[config.mk]
export PLATFORM = sky130hd
export DESIGN_NAME = uart_rx_oversampled_flat
export DESIGN_NICKNAME = d
export VERILOG_FILES = /design/src/rtl/uart_rx_oversampled_if.sv /design/src/rtl/uart_rx_oversampled.sv /design/src/flat_wrapper.sv
export SDC_FILE = /design/constraint.sdc
export NUM_CORES = 1
export LEC_CHECK = 0
export CORE_ASPECT_RATIO = 0.8
export CORE_UTILIZATION = 59
export CTS_CLUSTER_SIZE = 28
export DETAILED_ROUTE_END_ITERATION = 16
export HOLD_SLACK_MARGIN = 0.02
export PLACE_DENSITY_LB_ADDON = 0.2
export SETUP_SLACK_MARGIN = 0.5
export SLEW_MARGIN = 0
export SYNTH_ARGS = -nofsm -noshare
export SYNTH_HDL_FRONTEND = slang
export SYNTH_SLANG_ARGS = --single-unit
[constraint.sdc]
create_clock -name clk -period 3.3 [get_ports clk]
set_input_delay 0.66 -clock clk [delete_from_list [all_inputs] [get_ports clk]]
set_output_delay 0.66 -clock clk [all_outputs]
set_load 0.005 [all_outputs]
[src/rtl/uart_rx_oversampled_if.sv]
// ----------------------------------------------------------------------------
// uart_rx_oversampled_if
//   Output bundle of the oversampled UART receiver.
//   master : driven by the receiver (data_out, valid, framing_error,
//            state_leds, started, and parity_error when UART_RX_PARITY_EN
//            is defined).
//   slave  : consumer / board side, same signals as inputs.
//   Parameter N : data bits per frame.
//   Macro UART_RX_PARITY_EN : adds parity_error and widens state_leds to 5.
// ----------------------------------------------------------------------------
interface uart_rx_oversampled_if #(
   parameter int N = 8
);
`ifdef UART_RX_PARITY_EN
   localparam int LED_W = 5;
`else
   localparam int LED_W = 4;
`endif

   logic [N-1:0]     data_out;
   logic             valid;
   logic             framing_error;
`ifdef UART_RX_PARITY_EN
   logic             parity_error;
`endif
   logic [LED_W-1:0] state_leds;
   logic             started;

   modport master (
      output data_out,
      output valid,
      output framing_error,
`ifdef UART_RX_PARITY_EN
      output parity_error,
`endif
      output state_leds,
      output started
   );

   modport slave (
      input data_out,
      input valid,
      input framing_error,
`ifdef UART_RX_PARITY_EN
      input parity_error,
`endif
      input state_leds,
      input started
   );
endinterface

[src/rtl/uart_rx_oversampled.sv]
// ----------------------------------------------------------------------------
// uart_rx_oversampled
//   Oversampling asynchronous serial receiver, 8N1 by default, LSB first.
//   The line is sampled on an external oversampling tick; a half-bit offset
//   taken in START puts every later sample at mid-bit.
//
//   Ports:
//     clk    : system clock
//     reset  : asynchronous, active-high reset
//     tick   : oversampling strobe, COUNT_TICKS per bit period
//     rx     : serial line, idle high
//     rx_if  : master modport carrying data_out, valid, framing_error,
//              state_leds (one-hot FSM state), started (FSM not idle)
//
//   Parameters:
//     N           : data bits per frame (1..16)
//     COUNT_TICKS : oversampling ticks per bit (even, >= 4)
//
//   Optional feature macro UART_RX_PARITY_EN:
//     adds an even-parity bit/state between DATA and STOP, a parity_error
//     pulse, and state_leds bit4 for the PARITY state.
// ----------------------------------------------------------------------------
module uart_rx_oversampled #(
   parameter int N           = 8,
   parameter int COUNT_TICKS = 16
) (
   input  logic                  clk,
   input  logic                  reset,
   input  logic                  tick,
   input  logic                  rx,
   uart_rx_oversampled_if.master rx_if
);

   localparam int SW = $clog2(COUNT_TICKS);
   localparam int NW = (N > 1) ? $clog2(N) : 1;
`ifdef UART_RX_PARITY_EN
   localparam int LED_W = 5;
`else
   localparam int LED_W = 4;
`endif

   localparam logic [SW-1:0] S_HALF = SW'(COUNT_TICKS / 2 - 1);
   localparam logic [SW-1:0] S_LAST = SW'(COUNT_TICKS - 1);
   localparam logic [NW-1:0] N_LAST = NW'(N - 1);

   localparam logic [LED_W-1:0] LED_IDLE  = LED_W'(5'b00001);
   localparam logic [LED_W-1:0] LED_START = LED_W'(5'b00010);
   localparam logic [LED_W-1:0] LED_DATA  = LED_W'(5'b00100);
   localparam logic [LED_W-1:0] LED_STOP  = LED_W'(5'b01000);
`ifdef UART_RX_PARITY_EN
   localparam logic [LED_W-1:0] LED_PAR   = LED_W'(5'b10000);
`endif

   typedef enum logic [2:0] {
      ST_IDLE   = 3'd0,
      ST_START  = 3'd1,
      ST_DATA   = 3'd2,
`ifdef UART_RX_PARITY_EN
      ST_PARITY = 3'd4,
`endif
      ST_STOP   = 3'd3
   } state_t;

   state_t           state_r;
   logic             rx_meta_r;
   logic             rx_sync_r;
   logic [SW-1:0]    s_r;
   logic [NW-1:0]    n_r;
   logic [N-1:0]     shift_r;
   logic [N-1:0]     data_r;
   logic             valid_r;
   logic             ferr_r;
   logic [LED_W-1:0] leds_r;
   logic             started_r;
`ifdef UART_RX_PARITY_EN
   logic             par_r;
   logic             perr_r;
`endif

   // Shift one sampled bit in at the MSB end; after N bits the first bit
   // received sits in bit 0 (LSB-first framing). Written without a slice so
   // it also holds for N = 1.
   function automatic logic [N-1:0] shift_in(input logic [N-1:0] cur,
                                             input logic         bit_in);
      logic [N-1:0] tmp;
      tmp        = cur >> 1;
      tmp[N-1]   = bit_in;
      return tmp;
   endfunction

`ifdef UART_RX_PARITY_EN
   // Even parity: data bits plus parity bit must hold an even number of ones.
   function automatic logic even_parity_ok(input logic [N-1:0] d,
                                           input logic         p);
      return ~(^d ^ p);
   endfunction
`endif

   // Two-flop synchronizer for the asynchronous serial line; idles high.
   always_ff @(posedge clk or posedge reset) begin
      if (reset) begin
         rx_meta_r <= 1'b1;
         rx_sync_r <= 1'b1;
      end else begin
         rx_meta_r <= rx;
         rx_sync_r <= rx_meta_r;
      end
   end

   // Receiver FSM with counters, shift register and registered outputs.
   always_ff @(posedge clk or posedge reset) begin
      if (reset) begin
         state_r   <= ST_IDLE;
         s_r       <= SW'(0);
         n_r       <= NW'(0);
         shift_r   <= N'(0);
         data_r    <= N'(0);
         valid_r   <= 1'b0;
         ferr_r    <= 1'b0;
         leds_r    <= LED_IDLE;
         started_r <= 1'b0;
`ifdef UART_RX_PARITY_EN
         par_r     <= 1'b0;
         perr_r    <= 1'b0;
`endif
      end else begin
         valid_r <= 1'b0;
         ferr_r  <= 1'b0;
`ifdef UART_RX_PARITY_EN
         perr_r  <= 1'b0;
`endif
         case (state_r)
            ST_IDLE: begin
               // Start edge is taken without waiting for a tick so a line
               // still low after a bad stop bit re-enters START at once.
               if (!rx_sync_r) begin
                  state_r   <= ST_START;
                  leds_r    <= LED_START;
                  started_r <= 1'b1;
                  s_r       <= SW'(0);
               end
            end
            ST_START: begin
               if (tick) begin
                  if (s_r == S_HALF) begin
                     s_r <= SW'(0);
                     if (!rx_sync_r) begin
                        state_r <= ST_DATA;
                        leds_r  <= LED_DATA;
                        n_r     <= NW'(0);
                     end else begin
                        // Line went back high before mid start bit: glitch.
                        state_r   <= ST_IDLE;
                        leds_r    <= LED_IDLE;
                        started_r <= 1'b0;
                     end
                  end else begin
                     s_r <= s_r + SW'(1);
                  end
               end
            end
            ST_DATA: begin
               if (tick) begin
                  if (s_r == S_LAST) begin
                     s_r     <= SW'(0);
                     shift_r <= shift_in(shift_r, rx_sync_r);
                     if (n_r == N_LAST) begin
`ifdef UART_RX_PARITY_EN
                        state_r <= ST_PARITY;
                        leds_r  <= LED_PAR;
`else
                        state_r <= ST_STOP;
                        leds_r  <= LED_STOP;
`endif
                     end else begin
                        n_r <= n_r + NW'(1);
                     end
                  end else begin
                     s_r <= s_r + SW'(1);
                  end
               end
            end
`ifdef UART_RX_PARITY_EN
            ST_PARITY: begin
               if (tick) begin
                  if (s_r == S_LAST) begin
                     s_r     <= SW'(0);
                     par_r   <= rx_sync_r;
                     state_r <= ST_STOP;
                     leds_r  <= LED_STOP;
                  end else begin
                     s_r <= s_r + SW'(1);
                  end
               end
            end
`endif
            ST_STOP: begin
               if (tick) begin
                  if (s_r == S_LAST) begin
                     s_r       <= SW'(0);
                     state_r   <= ST_IDLE;
                     leds_r    <= LED_IDLE;
                     started_r <= 1'b0;
                     // Framing error takes priority so at most one pulse fires.
                     if (!rx_sync_r) begin
                        ferr_r <= 1'b1;
`ifdef UART_RX_PARITY_EN
                     end else if (!even_parity_ok(shift_r, par_r)) begin
                        perr_r <= 1'b1;
`endif
                     end else begin
                        data_r  <= shift_r;
                        valid_r <= 1'b1;
                     end
                  end else begin
                     s_r <= s_r + SW'(1);
                  end
               end
            end
            default: begin
               state_r   <= ST_IDLE;
               leds_r    <= LED_IDLE;
               started_r <= 1'b0;
               s_r       <= SW'(0);
               n_r       <= NW'(0);
            end
         endcase
      end
   end

   assign rx_if.data_out      = data_r;
   assign rx_if.valid         = valid_r;
   assign rx_if.framing_error = ferr_r;
   assign rx_if.state_leds    = leds_r;
   assign rx_if.started       = started_r;
`ifdef UART_RX_PARITY_EN
   assign rx_if.parity_error  = perr_r;
`endif

endmodule

[src/flat_wrapper.sv]
// flat-port wrapper written by rule: the top's interface ports become plain ports
module uart_rx_oversampled_flat 
#(
   parameter int N           = 8,
   parameter int COUNT_TICKS = 16
)
  (clk, reset, tick, rx, rx_if_data_out, rx_if_valid, rx_if_framing_error, rx_if_state_leds, rx_if_started);
  uart_rx_oversampled_if #(.N(N)) rx_if_i ();
  input  logic clk;
  input  logic reset;
  input  logic tick;
  input  logic rx;
  output wire logic [$bits(rx_if_i.data_out)-1:0] rx_if_data_out;
  output wire logic [$bits(rx_if_i.valid)-1:0] rx_if_valid;
  output wire logic [$bits(rx_if_i.framing_error)-1:0] rx_if_framing_error;
  output wire logic [$bits(rx_if_i.state_leds)-1:0] rx_if_state_leds;
  output wire logic [$bits(rx_if_i.started)-1:0] rx_if_started;
  assign rx_if_data_out = rx_if_i.data_out;
  assign rx_if_valid = rx_if_i.valid;
  assign rx_if_framing_error = rx_if_i.framing_error;
  assign rx_if_state_leds = rx_if_i.state_leds;
  assign rx_if_started = rx_if_i.started;
  uart_rx_oversampled #(.N(N), .COUNT_TICKS(COUNT_TICKS)) u_core (.clk(clk), .reset(reset), .tick(tick), .rx(rx), .rx_if(rx_if_i));
endmodule
== Word-level counts from Yosys, hierarchy flattened ==
Index checks and enable logic that the tools add are counted.

* Register bits: 35
* Input bits: 4
* Output and inout bits: 15

* Muxes and demuxes: 48
* Eq/ne operators: 18
* Reduce and logical (&&, ||, !) cells: 9
* Add/subtract/negate cells: 2
* Bitwise gates (word level): 2

{| class="wikitable"
|+ Operators with widths
! kind !! number
|-
| 4-bit 2-to-1 mux || 13
|-
| 3-bit 2-to-1 mux || 15
|-
| 4-bit one-hot mux with 4 select lines || 1
|-
| 1-bit 2-to-1 mux || 14
|-
| 7-bit AND reduction || 2
|-
| 2-bit by 1-bit inequality test with 1-bit output (second input constant) || 6
|-
| 2-bit inequality test (second input constant) || 6
|-
| 3-bit one-hot mux with 4 select lines || 1
|-
| 4-bit one-hot mux with 3 select lines || 1
|-
| 3-bit one-hot mux with 3 select lines || 1
|-
| 8-bit AND reduction || 1
|-
| 3-bit by 2-bit equality test with 1-bit output (second input constant) || 2
|-
| 3-bit AND reduction || 2
|-
| 4-bit by 1-bit adder with 4-bit output (second input constant) || 1
|-
| 4-bit by 3-bit equality test with 1-bit output (second input constant) || 1
|-
| 4-bit equality test (second input constant) || 1
|-
| 1-bit one-hot mux with 4 select lines || 1
|-
| 4-bit AND reduction || 1
|-
| 2-bit OR reduction || 2
|-
| 3-bit by 1-bit adder with 3-bit output (second input constant) || 1
|-
| 3-bit by 1-bit equality test with 1-bit output (second input constant) || 1
|-
| 3-bit equality test (second input constant) || 1
|-
| 3-bit logical NOT || 1
|-
| 2-bit 2-to-1 mux || 1
|-
| 1-bit inverter || 2
|}

== Longest topological paths before layout ==
* Depth in word-level cells: 5
* Mapped depth: 8
* Mapped depth without buffers: 6

== Least setup slack after synthesis ==
OpenSTA, ideal clock, no wires.

* Path type: register to register
* From: register u_core.state_r[1]
* To: register u_core.leds_r[1], in the netlist u_core.rx_if.state_leds[1]
* Setup slack: 1.396 ns
* Path buffers: 2
* Cell stages (with the launch flop): 9
* Arrival time: 1.779 ns
* Period minus slack after synthesis: 1.904 ns
* Data required time: 3.175 ns
* Path through: dfrtp_1 inv_1 ha_1 buf_2 o21ba_2 a221oi_1 o21a_1 buf_4 mux2_2

* Cells in the longest elaborated chain, start to end: 3

{| class="wikitable"
|+ RTL lines
! item !! RTL line !! source
|-
| start, declared || uart_rx_oversampled.sv:64 || <nowiki>state_t state_r;</nowiki>
|-
| start signal, assigned || uart_rx_oversampled.sv:113 || <nowiki>state_r <= ST_IDLE;</nowiki>
|-
| start signal, assigned || uart_rx_oversampled.sv:137 || <nowiki>state_r <= ST_START;</nowiki>
|-
| start signal, assigned || uart_rx_oversampled.sv:148 || <nowiki>state_r <= ST_DATA;</nowiki>
|-
| 3-bit by 2-bit equality test with 1-bit output, or another cell as far along || uart_rx_oversampled.sv:132 || <nowiki>case (state_r)</nowiki>
|-
| 2-bit by 1-bit inequality test with 1-bit output (no line) or 2-bit inequality test (tied branches) || n/a ||
|-
| 8-bit AND reduction (no line) || n/a ||
|-
| end signal, assigned || uart_rx_oversampled.sv:138 || <nowiki>leds_r <= LED_START;</nowiki>
|-
| end signal, assigned || uart_rx_oversampled.sv:149 || <nowiki>leds_r <= LED_DATA;</nowiki>
|-
| end signal, assigned || uart_rx_oversampled.sv:154 || <nowiki>leds_r <= LED_IDLE;</nowiki>
|-
| end, declared || uart_rx_oversampled.sv:73 || <nowiki>logic [LED_W-1:0] leds_r;</nowiki>
|}

Parallel ways exist; a longest one is shown, timed or not.
A chain may end at the register's enable or synchronous reset.

== Final worst setup path ==
* From: input port tick
* To: register u_core.leds_r[3], in the netlist u_core.rx_if.state_leds[3]

* Cells in the longest elaborated chain, start to end: 2

{| class="wikitable"
|+ RTL lines
! item !! RTL line !! source
|-
| start, declared || flat_wrapper.sv:11 || <nowiki>input logic tick;</nowiki>
|-
| 2-bit inequality test (no line) || n/a ||
|-
| 8-bit AND reduction (no line) (*) || n/a ||
|-
| end signal, assigned || uart_rx_oversampled.sv:120 || <nowiki>leds_r <= LED_IDLE;</nowiki>
|-
| end signal, assigned || uart_rx_oversampled.sv:138 ||
|-
| end signal, assigned || uart_rx_oversampled.sv:149 ||
|}

Mark *: on every way between the ends. The rest lies on a longest branch, timed or not.

==> impl_metrics.env <==
export IMPL_io_pin_count=19
export IMPL_max_vdd_ir_drop_mv=0.617
export IMPL_clock_sinks=34
export IMPL_synth_distinct_cells=35
export IMPL_root_buffer="clkbuf_4"
export IMPL_path_class="in -> reg"
export IMPL_period_needed_ns=2.33
export IMPL_min_from="u_core.rx_meta_r"
export IMPL_grt_pass1_vias=1045
export IMPL_hold_path_class="reg -> reg"
export IMPL_grt_max_degree=24
export IMPL_die_h_um=49.1
export IMPL_nets=171
export IMPL_placed_cell_area_mm2=0.00181
export IMPL_clock_latency_ns=0.32
export IMPL_timing_final_ws_setup_ns=0.966
export IMPL_critical_path_arrival_ns=2.55
export IMPL_synth_ff_type="dfrtp_1"
export IMPL_ys_seq_area_frac=0.523
export IMPL_dp_final_hpwl_mm=2.10
export IMPL_antenna_found_initial=0
export IMPL_synth_enable_flop_cells=0
export IMPL_synth_area_top_cells="dfrtp_1, mux2_2, ha_1"
export IMPL_ys_seq_elements=34
export IMPL_vias=1110
export IMPL_async_reset_ff_frac=1.00
export IMPL_final_cells=197
export IMPL_htree_levels=2
export IMPL_finalSetupTns_ns=0
export IMPL_crit_path_start="tick"
export IMPL_path_cells="clkdlybuf4s50_1 -> o21ba_2 -> a221oi_1 -> o21a_1 -> mux2_2"
export IMPL_cts_tree="built"
export IMPL_numCtsBuffers=5
export IMPL_setup_viol_count_final=0
export IMPL_core_area_mm2=0.00254
export IMPL_syn_inst=143
export IMPL_numPlacedInstances=189
export IMPL_grt_usage=0.225
export IMPL_drv_cap=0
export IMPL_critPathLaunchType="input pin"
export IMPL_synth_warnings=0
export IMPL_max_slew_margin=0.460
export IMPL_fillers=188
export IMPL_final_cell_area_mm2=0.00187
export IMPL_r2r_start="u_core.state_r[1]"
export IMPL_yosys_top_cells_count="dfrtp_1, mux2_2, nand2_1"
export IMPL_drt_first_pass_iters=4
export IMPL_drt_iter0_drc=49
export IMPL_synth_most_common_cell="dfrtp_1"
export IMPL_layout_drive_gt1_share=0.217
export IMPL_fin_util=0.737
export IMPL_syn_num_nets=154
export IMPL_clkTransAtPathRegs_ns=0.10
export IMPL_worst_pin_slew_ns=0.810
export IMPL_outcome="complete, no violations"
export IMPL_pre_cts_ws_ns=0.631
export IMPL_synth_top_cell_area_share=0.474
export IMPL_routedWlPerCell_um=14.6
export IMPL_area_growth_syn_to_layout_pct=14.5
export IMPL_clockBufferDepth=2
export IMPL_drtAntennaViolNets=0
export IMPL_die_width_um=60.9
export IMPL_post_cts_setup_buffers=0
export IMPL_ctsHoldBuffers=0
export IMPL_hold_viol=0
export IMPL_hold_slack_ns=0.365
export IMPL_critPathMaxFanout=11
export IMPL_cp_slowest_cell="clkdlybuf4s50_1"
export IMPL_avgSynthCellArea_um2=11.4
export IMPL_grt_first_pass_wirelength_mm=4.80
export IMPL_initial_utilization=0.643
export IMPL_final_max_slew_viol_count=0
export IMPL_syn_cell_area_mm2=0.00164
export IMPL_dieArea_mm2=0.00299
export IMPL_setup_worst_path_end_class="register"
export IMPL_max_freq_mhz=429
export IMPL_min_period_over_period=0.707
export IMPL_wl_mm=2.87
export IMPL_fp_row_count=16
export IMPL_port_buffer_count=18
export IMPL_routed_via_density=5.63
export IMPL_cp_required_ns=3.51
export IMPL_cellLeakagePower_nw=0.875
export IMPL_slowest_delay_ns=0.67
export IMPL_gr_total_overflow=0
export IMPL_synth_top_area_cell="dfrtp_1"
export IMPL_clock_skew_ns=0.0152
export IMPL_drc=0
export IMPL_p_total_mw=1.30
export IMPL_gp_congestion=0.856
export IMPL_cts_resized=0
export IMPL_antenna_cells=0
export IMPL_rsz0062_at_grt="false"
export IMPL_power_density_mw_per_mm2=694
==> routing by layer <==
layer  wire length (µm)  global-route usage
met2               1360               0.342
met4                 16              0.0720
met5                  0                   0
met3                185              0.0637
met1               1300               0.309
==> power breakdown <==
group	internal [mW]	total [mW]	leakage, nW	switching [mW]
Sequential	0.493	0.550	0.451	0.0576
Clock	0.103	0.228	0.0353	0.125
Combinational	0.245	0.522	0.388	0.277
==> final cells by class <==
cell class | count | area [µm²] | area share
timing repair buffer | 19 | 188 | 0.100
clock inverter | 1 | 5.00 | 0.00267
multi-input combinational | 91 | 692 | 0.369
tap | 36 | 45.0 | 0.0240
clock buffer | 7 | 55.1 | 0.0294
sequential | 34 | 855 | 0.456
inverter | 9 | 33.8 | 0.0180
==> worst max-delay path: cells and delay by family <==
family                 cells  cell delay [ns]
AOI/OAI and AO/OA          3             0.84
buffers and inverters      1             0.67
muxes                      1             0.37
==> worst paths after layout <==
kind / endpoint / slack (ns) / cells past startpoint
max: u_core.rx_if.state_leds[3] / 0.97 / 5
min: u_core.rx_sync_r / 0.36 / 0
max reg2reg: u_core.rx_if.state_leds[3] / 1.17 / 6
min reg2reg: u_core.rx_sync_r / 0.36 / 0
max in group asynchronous: u_core.rx_if.valid / 1.83 / 3
min in group asynchronous: u_core.rx_if.data_out[2] / 0.79 / 2
==> sequential cells by signal, indices dropped and copies added, names as in the netlist, 2 cells and up <==
name                     cells
u_core.rx_if.data_out        8
u_core.rx_if.state_leds      4
u_core.shift_r               8
u_core.s_r                   4
u_core.n_r                   3
u_core.state_r               2
==> kinds of logic (layout without fill, tap and decap cells) <==
kind of cell | Yosys count | count (layout) | synth area share
AO/OA/AOI/OAI | 24 | 24 | 0.0934
adder cells (fa/ha/maj) | 7 | 7 | 0.0536
buffers and inverters | 18 | 36 | 0.0543
AND/OR/NAND/NOR | 36 | 36 | 0.114
XOR/XNOR | 1 | 1 | 0.00536
multiplexers | 23 | 23 | 0.157
flip-flops | 34 | 34 | 0.523
==> placed cells by master, fill, tap and decap left out, types with 2 or more instances in the layout <==
master	n
dfrtp_1	31
mux2_2	21
clkdlybuf4s50_1	18
nand2_1	11
inv_1	9
a21oi_1	8
nor2_1	7
o21ai_0	7
ha_1	7
clkbuf_4	5
nand3_1	4
nor3_1	4
dfstp_2	3
nor3b_1	2
mux2i_1	2
a32oi_1	2
(Power assumes the default switching activity.)
==> RTL edit 1, RTL diff (config.mk and constraints unchanged) <==
Add an input register stage for `rx`, cleared by the reset; this delays it by one clock. The other inputs are not delayed to match.
--- a/src/rtl/uart_rx_oversampled.sv
+++ b/src/rtl/uart_rx_oversampled.sv
@@ -62,4 +62,14 @@
    } state_t;
 
+   logic rx_q;
+
+   always_ff @(posedge clk or posedge reset) begin
+      if (reset) begin
+         rx_q <= '0;
+      end else begin
+         rx_q <= rx;
+      end
+   end
+
    state_t           state_r;
    logic             rx_meta_r;
@@ -103,5 +113,5 @@
          rx_sync_r <= 1'b1;
       end else begin
-         rx_meta_r <= rx;
+         rx_meta_r <= rx_q;
          rx_sync_r <= rx_meta_r;
       end
Formal check against the unedited RTL: not equivalent (a bounded check fails within 4 cycles, from zero or initial values and one cycle with reset high).
==> RTL edit 1 against the unedited design <==
Wire length increased by 0.59%. Hold slack got worse by 2.5 ps. Non-clock buffer count is the same. Die area is 1.5% higher. Sequential power is 4.2% lower. Synthesized cell count fell by 6.3%. Area after synthesis rose by 1.6%. Total power decreased by 1.4%. Fmax rose by 15%. Design area rose by 3.0%. Sequential cell count rose by 1. Core utilization increased by 1.6 points. Worst setup slack improved by 300 ps. Largest cell class unchanged. Largest power group unchanged.
==> RTL edit 1: results <==
{
  "outcome": "finished clean",
  "via_per_inst": 5.91,
  "fin_worst_skew_ps": 9.07,
  "antenna_found_initial": 0,
  "clk_path_buf_depth": 2,
  "synthAdderAreaFrac_pct": 5.27,
  "cts_setup_buffers": 0,
  "gr-usage-all-layers_pct": 23.2,
  "drive_gt1_share_pct": 25.0,
  "cp.required_ps": 3510,
  "fillerInstances": 197,
  "synthArstFlopShare_pct": 100,
  "dp_hpwl_um": 2050,
  "maxSlewHeadroom_pct": 65.0,
  "place_area_mm2": 0.00187,
  "synth-main-ff-cell": "dfrtp_1",
  "cp_max_fo": 7,
  "max_cap_violations": 0,
  "hold_violations": 0,
  "cts_max_level": 2,
  "whs_endpoint": "u_core.rx_sync_r",
  "rrSetupSlack_ps": 1340,
  "synth_cell_type_count": 38,
  "r2r-start": "u_core.state_r[0]",
  "synth-compound-area-share_pct": 11.4,
  "slowest_delay_ps": 650,
  "fin_crit_ps": 2030,
  "dr.pass1.iters": 4,
  "synth-seq-area-share_pct": 52.9,
  "grt_pass1_wl_um": 5070,
  "switching_power_uw": 461,
  "wirelength_um": 2890,
  "synth_area_leaders": "dfrtp_1 (48%), mux2_2 (11%), ha_1 (5.3%)",
  "synth.net_count": 145,
  "holdWs_ps": 362,
  "startpoint": "tick",
  "grt_max_degree": 36,
  "synthMuxAreaShare_pct": 14.5,
  "p_seq_uw": 527,
  "holdPathStages": 0,
  "cts_buffers": 5,
  "fin_nets": 166,
  "crit_end": "u_core.rx_if.state_leds[2]",
  "grt_pass1_vias": 1110,
  "ff2ff_path_depth": 5,
  "hold_path_class": "reg -> reg",
  "dp_slack_ps": 963,
  "diodes": 0,
  "power_frac_comb_pct": 40.5,
  "synth_common_cells": "dfrtp_1 (32), mux2_2 (16), inv_1 (8)",
  "synth_xor_area_share_pct": 0,
  "place_congestion": 0.924,
  "power.leakage_uw": 0.000922,
  "irDropWorstVdd_v": 0.000526,
  "dr.first_iter.drc_count": 60,
  "clockRootBuffer": "clkbuf_4",
  "cp_slowest_cell": "clkdlybuf4s50_1"
}
[RTL edit 1: changes by cell type after synthesis, sizes merged, moves of 3 or more]
cell	unedited run	this run
a22o	0	4
a21oi	8	4
nor2b	0	3
nand2	11	5
mux2	21	18
a31oi	0	3
nor2	8	3
[RTL edit 1: area by class of cell]
class / instances / area, um^2 / area share (%)
flip-flops and latches: 35 / 880 / 45.6
multi-input cells: 86 / 727 / 37.7
inverters: 8 / 30.0 / 1.56
clock inverters: 1 / 5.00 / 0.259
well taps: 36 / 45.0 / 2.33
repair buffers: 19 / 188 / 9.73
clock buffers: 7 / 55.1 / 2.85
[RTL edit 1: critical path, delay by kind of cell]
family,cells,cell delay (ps)
AO/OA/AOI/OAI,1,250
multiplexers,1,310
AND/OR/NAND/NOR,2,380
buffers and inverters,1,650
[RTL edit 1: kinds of logic (layout without fill, tap and decap cells)]
group                      count (synthesis)  after routing
and+or+nand+nor                           31             31
DFF                                       35             35
muxes                                     21             21
buffers and inverters                     13             35
AOI/OAI and AO/OA                         27             27
adders and majority gates                  7              7
[RTL edit 1: through the flow]
stage | power [uW] | instances
final | 1280 | 192
after CTS | 1290 | 192
after detailed placement | 1050 | 184
after global placement | 1020 | 184
after floorplan | 905 | 134
after global routing | 1370 | 192
[RTL edit 1: metal layers]
| layer | vias up | wire length, um | share of wire [%] | track usage, % |
|---|---|---|---|---|
| li1 | 525 | - | - | - |
| met1 | 575 | 1410 | 49 | 33.7 |
| met2 | 32 | 1320 | 46 | 32.8 |
| met3 | 3 | 139 | 4.8 | 7.87 |
| met4 | 0 | 24 | 0.83 | 7.41 |
| met5 | - | 0 | 0 | 0 |
==> RTL edit 2, RTL diff (same flow settings) <==
Made on the original files. `N` is set to 8 in 3 places; all go to 16.
--- a/src/rtl/uart_rx_oversampled_if.sv
+++ b/src/rtl/uart_rx_oversampled_if.sv
@@ -10,5 +10,5 @@
 // ----------------------------------------------------------------------------
 interface uart_rx_oversampled_if #(
-   parameter int N = 8
+   parameter int N = 16
 );
 `ifdef UART_RX_PARITY_EN
--- a/src/rtl/uart_rx_oversampled.sv
+++ b/src/rtl/uart_rx_oversampled.sv
@@ -22,5 +22,5 @@
 // ----------------------------------------------------------------------------
 module uart_rx_oversampled #(
-   parameter int N           = 8,
+   parameter int N           = 16,
    parameter int COUNT_TICKS = 16
 ) (
--- a/src/flat_wrapper.sv
+++ b/src/flat_wrapper.sv
@@ -2,5 +2,5 @@
 module uart_rx_oversampled_flat 
 #(
-   parameter int N           = 8,
+   parameter int N           = 16,
    parameter int COUNT_TICKS = 16
 )
Interface: changed (resized rx_if_data_out); port bits go from 19 to 27. No check against the original RTL was run, so the function may have changed too.
==> RTL edit 2 against the unedited design <==
Wire length is 27% higher. Hold slack improved by 2.5 ps. Worst setup slack improved by 160 ps. Design area grew 39%. Largest power group unchanged. Via count is 25% higher. Area after synthesis increased by 35%. Total power rose by 22%. Synthesized cell count increased by 20%. Fmax increased by 7.4%. Count of clock-buffer cells in the layout fell by 1. Sequential cell count rose by 17. Non-clock buffer count rose by 7.
==> RTL edit 2: results <==
{
  "cp_max_fo": 20,
  "worstMarginPinSlew_ps": 989,
  "place_area_mm2": 0.00248,
  "dp_cells": 234,
  "gr-usage-all-layers_pct": 20.9,
  "wirelength_um": 3650,
  "grt_pass1_vias": 1390,
  "numPortBuffers": 26,
  "p_seq_share_pct": 45.3,
  "power_frac_comb_pct": 26.7,
  "fin_nets": 209,
  "synth.net_count": 182,
  "slowest_delay_ps": 600,
  "power.leakage_uw": 0.00126,
  "fin_worst_skew_ps": 11.4,
  "place_congestion": 0.826,
  "multiInputGateArea_um2": 847,
  "fmax_ghz": 0.460,
  "dp_slack_ps": 814,
  "outcome": "finished clean",
  "grt_pass1_wl_um": 6440,
  "fillerInstances": 218,
  "drive_gt1_share_pct": 25.5,
  "synth_cell_type_count": 37,
  "dp_hpwl_um": 2470,
  "final_cell_count_no_fill": 242
}
-- RTL edit 2: kinds of logic after synthesis --
| kind of cell | synth area share, % |
|---|---|
| buffers and inverters | 3.79 |
| adders and majority gates | 3.40 |
| xor gates and xnor gates | 0.396 |
| AOI/OAI and AO/OA | 6.96 |
| DFF | 57.9 |
| and+or+nand+nor | 8.38 |
| muxes | 19.2 |
-- RTL edit 2: layout make-up --
cell class | count | area share (%)
Clock buffer | 6 | 3.17
Clock inverter | 2 | 1.35
Multi-Input combinational cell | 103 | 32.5
Timing Repair Buffer | 26 | 10.0
Tap cell | 42 | 2.02
Inverter | 12 | 1.73
Sequential cell | 51 | 49.2
-- RTL edit 2: metal layers --
metal	part of all wire, %	global-route usage [%]	routed length [um]	up-vias
met2	45	30.5	1640	35
met4	1.4	8.57	51	0
met1	49	30.6	1800	689
li1	-	-	-	657
met5	0	0	0	-
met3	4.3	4.31	156	5
